**config.mk**
```make
export PLATFORM = sky130hd
export DESIGN_NAME = phy_tx_serializer
export DESIGN_NICKNAME = d
export VERILOG_FILES = /design/src/rtl/phy_types_pkg.sv /design/src/rtl/tx_hold_buf.sv /design/src/rtl/phy_tx_serializer.sv
export SDC_FILE = /design/constraint.sdc
export NUM_CORES = 1
export LEC_CHECK = 0
export BUFFER_PORTS_ARGS = -buffer_cell sky130_fd_sc_hd__buf_2
export CAP_MARGIN = 20
export CELL_PAD_IN_SITES_DETAIL_PLACEMENT = 0
export CELL_PAD_IN_SITES_GLOBAL_PLACEMENT = 1
export CORE_MARGIN = 3
export CORE_UTILIZATION = 51
export DETAILED_ROUTE_END_ITERATION = 7
export PLACE_DENSITY_LB_ADDON = 0.1
export SYNTH_ARGS = -nofsm -noshare
export SYNTH_HDL_FRONTEND = slang
export SYNTH_HIERARCHICAL = 1
export SYNTH_SLANG_ARGS = --single-unit
```
**constraint.sdc**
```tcl
create_clock -name CLK -period 6.7 [get_ports CLK]
set_input_delay 0.67 -clock CLK [delete_from_list [all_inputs] [get_ports CLK]]
set_output_delay 0.67 -clock CLK [all_outputs]
set_load 0.02 [all_outputs]
```
**src/rtl/phy_types_pkg.sv**
```systemverilog
// rtl/phy_types_pkg.sv - shared PHY types, the lane idle symbol and the TX shift FSM state
package phy_types_pkg;

  typedef enum logic [1:0] {
    SELECT_COMMA_1_FLIT = 2'd0,
    SELECT_COMMA_2_FLIT = 2'd1,
    SELECT_COMMA_DATA   = 2'd2
  } comma_length_sel_t;

  // K28.5 with negative running disparity
  localparam logic [9:0] IDLE_SYMBOL = 10'b0011111010;

  localparam int FLIT_BITS = 50;

  typedef enum logic {
    ST_IDLE  = 1'b0,
    ST_SHIFT = 1'b1
  } tx_state_t;

  function automatic logic [2:0] nsym_of(input comma_length_sel_t sel);
    case (sel)
      SELECT_COMMA_1_FLIT: nsym_of = 3'd1;
      SELECT_COMMA_2_FLIT: nsym_of = 3'd2;
      default:             nsym_of = 3'd5;
    endcase
  endfunction

endpackage

```
**src/rtl/tx_hold_buf.sv**
```systemverilog
// rtl/tx_hold_buf.sv - one-entry hold buffer; a write in the same cycle as a read refills it
module tx_hold_buf #(
  parameter int W = 56
) (
  input  logic         CLK,
  input  logic         nRST,
  input  logic         wr,
  input  logic [W-1:0] wr_data,
  input  logic         rd,
  output logic         full,
  output logic [W-1:0] rd_data
);

  always_ff @(posedge CLK or negedge nRST) begin
    if (!nRST) begin
      full    <= 1'b0;
      rd_data <= '0;
    end else begin
      if (wr) begin
        full    <= 1'b1;
        rd_data <= wr_data;
      end else if (rd) begin
        full    <= 1'b0;
      end
    end
  end

endmodule

```
**src/rtl/phy_tx_serializer.sv**
```systemverilog
// rtl/phy_tx_serializer.sv - flit-to-lane serializer with idle fill and a one-flit hold buffer
module phy_tx_serializer
  import phy_types_pkg::*;
#(
  parameter int LANE_WIDTH = 10
) (
  input  logic                  CLK,
  input  logic                  nRST,
  input  logic                  start,
  input  logic [49:0]           flit_in,
  input  comma_length_sel_t     comma_length_sel,
  output logic [LANE_WIDTH-1:0] ser_out,
  output logic                  ser_valid,
  output logic                  busy,
  output logic                  overflow
);

  localparam int BPS = 10 / LANE_WIDTH;
  localparam int CW  = 6;
  localparam int BW  = CW + FLIT_BITS;

  typedef logic [CW-1:0] cnt_t;

  tx_state_t              state_q, state_d;
  cnt_t                   cnt_q, cnt_d;
  cnt_t                   len_q, len_d;
  logic [FLIT_BITS-1:0]   sh_q, sh_d;
  logic [FLIT_BITS-1:0]   src;
  logic [LANE_WIDTH-1:0]  ser_out_d;
  logic                   ovf_q;

  logic                   buf_full;
  logic                   buf_rd;
  logic                   buf_wr;
  logic [BW-1:0]          buf_rd_data;
  logic                   take_direct;
  logic                   load;
  logic                   drop;
  cnt_t                   in_len;

  assign in_len = cnt_t'(nsym_of(comma_length_sel)) * cnt_t'(BPS);

  // len_q resets to 1 so the first edge after reset is a load point and idle fill starts on a symbol boundary
  assign load = (cnt_q == len_q - cnt_t'(1));

  always_comb begin
    state_d     = state_q;
    cnt_d       = cnt_q + cnt_t'(1);
    len_d       = len_q;
    src         = sh_q;
    buf_rd      = 1'b0;
    take_direct = 1'b0;
    if (load) begin
      cnt_d = '0;
      if (buf_full) begin
        src     = buf_rd_data[FLIT_BITS-1:0];
        len_d   = buf_rd_data[BW-1:FLIT_BITS];
        state_d = ST_SHIFT;
        buf_rd  = 1'b1;
      end else if (start) begin
        src         = flit_in;
        len_d       = in_len;
        state_d     = ST_SHIFT;
        take_direct = 1'b1;
      end else begin
        src     = {IDLE_SYMBOL, {(FLIT_BITS-10){1'b0}}};
        len_d   = cnt_t'(BPS);
        state_d = ST_IDLE;
      end
    end
    ser_out_d = src[FLIT_BITS-1 -: LANE_WIDTH];
    sh_d      = src << LANE_WIDTH;
  end

  assign buf_wr = start && !take_direct && (!buf_full || buf_rd);
  assign drop   = start && !take_direct && buf_full && !buf_rd;

  tx_hold_buf #(
    .W(BW)
  ) u_hold (
    .CLK     (CLK),
    .nRST    (nRST),
    .wr      (buf_wr),
    .wr_data ({in_len, flit_in}),
    .rd      (buf_rd),
    .full    (buf_full),
    .rd_data (buf_rd_data)
  );

  always_ff @(posedge CLK or negedge nRST) begin
    if (!nRST) begin
      state_q   <= ST_IDLE;
      cnt_q     <= '0;
      len_q     <= cnt_t'(1);
      sh_q      <= '0;
      ser_out   <= '0;
      ser_valid <= 1'b0;
      ovf_q     <= 1'b0;
    end else begin
      state_q   <= state_d;
      cnt_q     <= cnt_d;
      len_q     <= len_d;
      sh_q      <= sh_d;
      ser_out   <= ser_out_d;
      ser_valid <= (state_d == ST_SHIFT);
      if (drop) ovf_q <= 1'b1;
    end
  end

  assign busy     = (state_q == ST_SHIFT) || buf_full;
  assign overflow = ovf_q;

endmodule
```
==> impl_metrics.env, run 1 <==
export IMPL_postSynthCellCount=377
export IMPL_synth_seq_cells=121
export IMPL_netlist_top_cell_by_area="dfrtp_1"
export IMPL_critPathLaunchType="register"
export IMPL_h_tree_depth=4
export IMPL_antenna_left=0
export IMPL_postCtsSetupBuffers=0
export IMPL_cts_buffer_depth=2
export IMPL_hold_class="in -> async"
export IMPL_avgRoutedWirePerCell_um=17.23
export IMPL_final_cell_mix="dfrtp_1 (119), buf_2 (66), mux2_2 (53)"
export IMPL_slew_violations=0
export IMPL_netlist_area_leader_share=0.5668
export IMPL_synth_area_sq_um=5298
export IMPL_fp_dieArea_sq_um=11650
export IMPL_routed_via_density=5.269
export IMPL_grt_overflow=0
export IMPL_r2r_slack_ps=3430
export IMPL_ys_seq_area_frac=0.5718
export IMPL_synth_area_per_cell_sq_um=14.05
export IMPL_drive_gt1_frac=0.4105
export IMPL_finClkSkew_ps=7.157
export IMPL_first_global_vias=3339
export IMPL_placed_cells=559
export IMPL_antenna_cells=0
export IMPL_num_rows=36
export IMPL_outcome="completed"
export IMPL_finalCritPeriodShare=0.4875
export IMPL_multiInputGateArea_sq_um=2098
export IMPL_finalCriticalPeriod_ps=3266
export IMPL_ys_top_cells_by_area="dfrtp_1 (57%), mux2_2 (11%), mux2_4 (8.2%), a22o_1 (5.6%), mux2i_1 (2.5%)"
export IMPL_port_buffers=67
export IMPL_worst_pin_slew_ps=979.2
export IMPL_cts_tree="yes"
export IMPL_timing_hold_ws_ps=192.7
export IMPL_routed_wl_um=10180
export IMPL_grt_pass1_wl_um=17190
export IMPL_gp_congestion=0.7929
export IMPL_finish_net_count=502
export IMPL_required_ps=7090
export IMPL_cts_resized=0
export IMPL_arrival_ps=3650
export IMPL_drt_iter0_drc=153
export IMPL_grt_usage=0.1934
export IMPL_ff2ff_path_depth=8
export IMPL_seqCellArea_sq_um=3030
export IMPL_clkSinkCount=121
export IMPL_crit_start="len_q[0]"
export IMPL_drc=0
export IMPL_ios=68
export IMPL_path_class="reg -> reg"
export IMPL_clk_pin_slew_worst_paths_ps=60
export IMPL_hold_viol=0
export IMPL_setup_tns_ps=0
export IMPL_initial_core_util=0.5322
export IMPL_dp_final_hpwl_um=5892
export IMPL_ctsHoldBuffers=0
export IMPL_syn_to_final_growth_pct=19.82
export IMPL_die_w_um=107.9
export IMPL_max_cap_violations=0
export IMPL_clk_latency_ps=500
export IMPL_yosysWarnings=6
export IMPL_root_buffer="clkbuf_8"
export IMPL_finalNonFillerCells=591
export IMPL_final_common_cell="dfrtp_1"
export IMPL_rsz0062_at_grt="false"
export IMPL_max_clock_freq_mhz=306.2
export IMPL_ir_drop_uv=240.8
export IMPL_dieHeight_um=107.9
export IMPL_path_max_fanout=57
export IMPL_coreArea_sq_um=9955
export IMPL_cp_endpoint="u_hold/rd_data[23]"
export IMPL_endpoint_kind="register"
export IMPL_p_leak_nw=3.015
export IMPL_ys_types=35
export IMPL_num_fill_cells=774
export IMPL_antenna_found_initial=0
export IMPL_relSlewSlack=0.3472
export IMPL_drt_first_pass_iters=4
export IMPL_r2r_end="u_hold/rd_data[23]"
export IMPL_reg2reg_from="len_q[0]"
export IMPL_grt_max_degree=71
export IMPL_cts_made_buffers=17
export IMPL_power_density_nw_per_um2=488.2
export IMPL_finalSetupViolCount=0
export IMPL_vias=3114
## sequential cells by signal (all words and copies together) (netlist names)
name,flops
u_hold/rd_data,56
sh_q,40
ser_out,10
cnt_q,6
len_q,6
overflow,1
state_q,1
u_hold/full,1
## worst min-delay path by stage
stage                     slack (ps)            endpoint      from  depth (start not counted)
after floorplan                  370            cnt_q[0]      nRST                          0
final                            190          ser_out[2]      nRST                          1
after detailed placement         440            sh_q[46]  sh_q[36]                          1
after CTS                        200          ser_out[2]      nRST                          1
after global placement           440          ser_out[8]  sh_q[48]                          1
after global routing             240  u_hold/rd_data[34]      nRST                          1
## layer usage
layer | track usage | up-vias | part of all wire
li1 | - | 1471 | -
met1 | 0.2657 | 1562 | 0.47
met2 | 0.3006 | 73 | 0.47
met3 | 0.05459 | 8 | 0.044
met4 | 0.05951 | 0 | 0.0081
met5 | 0 | - | 0
## stage by stage
step	total power, mW	worst slack, ps	area (sq um)	utilization
after floorplan	2.080	3788	5305	-
final	3.099	3434	6347	0.6376
after detailed placement	2.165	3431	5727	0.5753
after global placement	2.136	3522	5727	0.5753
after CTS	3.128	3431	6347	0.6376
after global routing	3.284	3294	6347	0.6376
## cells in the mapped netlist, drive strengths merged
| cell | n |
|---|---|
| ha | 2 |
| a21oi | 1 |
| and2 | 1 |
| a311o | 1 |
| clkinv | 1 |
| nor2b | 12 |
| or2 | 1 |
| nor3 | 1 |
| dfstp | 1 |
| nand2 | 9 |
| a211oi | 1 |
| buf | 14 |
| nand2b | 3 |
| nand4 | 2 |
| mux2 | 91 |
| nand3 | 3 |
| clkbuf | 11 |
| mux2i | 13 |
| nor2 | 8 |
| a22oi | 11 |
| a21o | 1 |
| inv | 14 |
| o21ai | 1 |
| xor2 | 7 |
| o21bai | 1 |
| o22ai | 7 |
| xnor2 | 4 |
| a22o | 34 |
| dfrtp | 120 |
| conb | 1 |
## power breakdown
part	switching, mW	internal [mW]
logic	0.413	0.572
registers	0.150	1.02
clock network	0.304	0.641
## critical path: stages (launching register included)
cell      delay (ps)
dfstp_2          540
inv_1             70
ha_1             220
nand2b_1         180
a311o_1          360
a211oi_4         300
mux2i_4          270
buf_4            760
mux2_2           420
## cell families (layout without fill, tap and decap cells)
logic type | count (synthesis) | after routing | synth area share
and+or+nand+nor | 40 | 40 | 0.03826
muxes | 104 | 104 | 0.2385
buffers and inverters | 40 | 119 | 0.03873
other | 1 | 3 | 0.0007079
xor gates and xnor gates | 11 | 11 | 0.01819
adders and majority gates | 2 | 2 | 0.004723
DFF | 121 | 121 | 0.5718
AOI/OAI and AO/OA | 58 | 58 | 0.08904
## layout make-up
| type | instances | share of cell area |
|---|---|---|
| tap | 133 | 0.02622 |
| clock inverter | 8 | 0.02208 |
| sequential | 121 | 0.4774 |
| timing repair buffer | 72 | 0.05914 |
| multi-input combinational | 218 | 0.3306 |
| inverter | 15 | 0.008870 |
| clock buffer | 24 | 0.07569 |
Note: power is estimated with default switching activity, not from simulation.
==> run 2: changes to the inputs <==
- CORE_UTILIZATION: 51 -> 48
- clock period: 6.7 -> 3.2 ns (I/O delays scaled with it)
==> impl_metrics.env, run 2 (synthesized netlist as in run 1, its figures left out) <==
export IMPL_antenna_left=0
export IMPL_cts_resized=0
export IMPL_top_regs="u_hold/rd_data x56, sh_q x40, ser_out x10"
export IMPL_wl_met2_um=4954
export IMPL_p_seq_frac=0.382
export IMPL_cts_tree="yes"
export IMPL_critPathLaunchType="register"
export IMPL_routed_via_density=5.231
export IMPL_ff2ff_path_depth=9
export IMPL_placed_cell_area_sq_um=5778
export IMPL_dieHeight_um=111.1
export IMPL_finalCritPeriodShare=0.9090
export IMPL_dp_final_hpwl_um=6430
export IMPL_ctsHoldBuffers=1
export IMPL_drt_first_pass_iters=4
export IMPL_path_max_fanout=21
export IMPL_internal_power_mw=4.565
export IMPL_arrival_ps=3300
export IMPL_required_ps=3590
export IMPL_topRoutingLayerUsed="met4"
export IMPL_ios=68
export IMPL_finClkSkew_ps=9.153
export IMPL_slew_violations=0
export IMPL_r2r_slack_ps=290
export IMPL_relSlewSlack=0.5494
export IMPL_hold_class="in -> reg"
export IMPL_fin_area_sq_um=6381
export IMPL_cts_buffer_depth=2
export IMPL_finalSetupViolCount=0
export IMPL_utilization=0.6072
export IMPL_max_clock_freq_mhz=343.8
export IMPL_grt_usage=0.1861
export IMPL_setup_tns_ps=0
export IMPL_ir_drop_uv=574.9
export IMPL_cp_endpoint="u_hold/rd_data[53]"
export IMPL_routed_wl_met3_um=421
export IMPL_coreArea_sq_um=10510
export IMPL_vias=3128
export IMPL_p_leak_nw=3.020
export IMPL_first_global_vias=3481
export IMPL_clk_pin_slew_worst_paths_ps=60
export IMPL_endpoint_kind="register"
export IMPL_drt_iter0_drc=170
export IMPL_final_common_cell="dfrtp_1"
export IMPL_hold_viol=0
export IMPL_finalCriticalPeriod_ps=2909
export IMPL_root_buffer="clkbuf_8"
export IMPL_grt_max_degree=66
export IMPL_final_cell_mix="dfrtp_1 (119), buf_2 (66), mux2_2 (53)"
export IMPL_num_rows=37
export IMPL_largest_register_ffs=56
export IMPL_largest_register="u_hold/rd_data"
export IMPL_avgRoutedWirePerCell_um=17.42
export IMPL_die_w_um=111.1
export IMPL_antenna_found_initial=0
export IMPL_path_class="reg -> reg"
export IMPL_p_sw_frac=0.2877
export IMPL_rsz0062_at_grt="false"
export IMPL_drc=0
export IMPL_postCtsSetupBuffers=0
export IMPL_routed_wl_um=10420
export IMPL_max_cap_violations=0
export IMPL_power_density_nw_per_um2=1004
export IMPL_reg2reg_from="len_q[0]"
export IMPL_r2r_end="u_hold/rd_data[53]"
export IMPL_grt_pass1_wl_um=18000
export IMPL_finish_net_count=506
export IMPL_p_comb_frac=0.324
export IMPL_worst_pin_slew_ps=676.0
export IMPL_outcome="completed"
export IMPL_port_buffers=67
export IMPL_h_tree_depth=4
export IMPL_fp_dieArea_sq_um=12330
export IMPL_gp_congestion=0.7001
export IMPL_drive_gt1_frac=0.4199
export IMPL_cts_made_buffers=17
export IMPL_crit_start="len_q[0]"
export IMPL_antenna_cells=0
export IMPL_clkSinkCount=121
export IMPL_clk_latency_ps=510
export IMPL_wl_met1_um=4910
export IMPL_syn_to_final_growth_pct=20.45
export IMPL_power_switching_mw=1.843
export IMPL_initial_core_util=0.5041
export IMPL_grt_overflow=0
export IMPL_power_share_clock=0.293
## run 2: cell count changes in the layout (fill, tap and decap cells not counted)
cell | before | now
buf_12 | 0 | 2
clkinv_2 | 4 | 6
clkbuf_1 | 3 | 0
clkbuf_8 | 5 | 3
dlygate4sd3_1 | 0 | 1
clkinv_4 | 0 | 1
buf_4 | 6 | 7
clkinvlp_4 | 0 | 3
bufinv_16 | 4 | 3
## run 2: area by class of cell
cell class / count / area (sq um)
multi-input combinational: 218 / 2098
tap: 136 / 170.2
sequential: 121 / 3030
clock buffer: 19 / 441.7
clock inverter: 13 / 151.4
fill: 819 / 4128
inverter: 15 / 56.30
timing repair buffer: 76 / 432.9
## run 2: power by group through the flow
stage	sequential [mW]	clock (mW)	combinational, mW
global route	2.53	1.99	2.30
CTS	2.46	1.92	2.11
floorplan	2.43	0	1.92
finish	2.45	1.88	2.08
global placement	2.45	0	2.06
detailed placement	2.47	0	2.09
## run 2: worst min path at each step
stage | from | end | slack [ps] | depth (start not counted)
global placement | nRST | u_hold/rd_data[42] | 400 | 1
global route | flit_in[5] | u_hold/rd_data[5] | 30 | 2
floorplan | nRST | cnt_q[0] | 20 | 0
CTS | flit_in[46] | u_hold/rd_data[46] | 20 | 2
detailed placement | nRST | ser_out[0] | 410 | 1
finish | flit_in[6] | u_hold/rd_data[6] | 50 | 2
## run 2: worst max-delay path: stages (launching register included)
cell and delay (ps):
dfstp_2 550, inv_1 70, ha_1 220, nand2b_1 90
a21oi_1 60, a311o_1 350, a211oi_4 340, mux2i_4 320
buf_4 400, mux2_2 380
## run 2: layer usage
metal,track usage,vias up
met4,0.06813,0
met5,0,-
li1,-,1478
met2,0.2933,62
met3,0.04967,11
met1,0.2492,1577
## run 2: through the flow
stage | hold slack (ps) | cells | total power, mW | worst slack [ps]
final | 50.82 | 598 | 6.408 | 291.2
after detailed placement | 409.0 | 565 | 4.566 | 267.3
after floorplan | 24.41 | 379 | 4.355 | 288.5
after global routing | 29.80 | 598 | 6.830 | 115.1
after CTS | 19.99 | 598 | 6.490 | 263.7
after global placement | 397.2 | 565 | 4.512 | 340.0
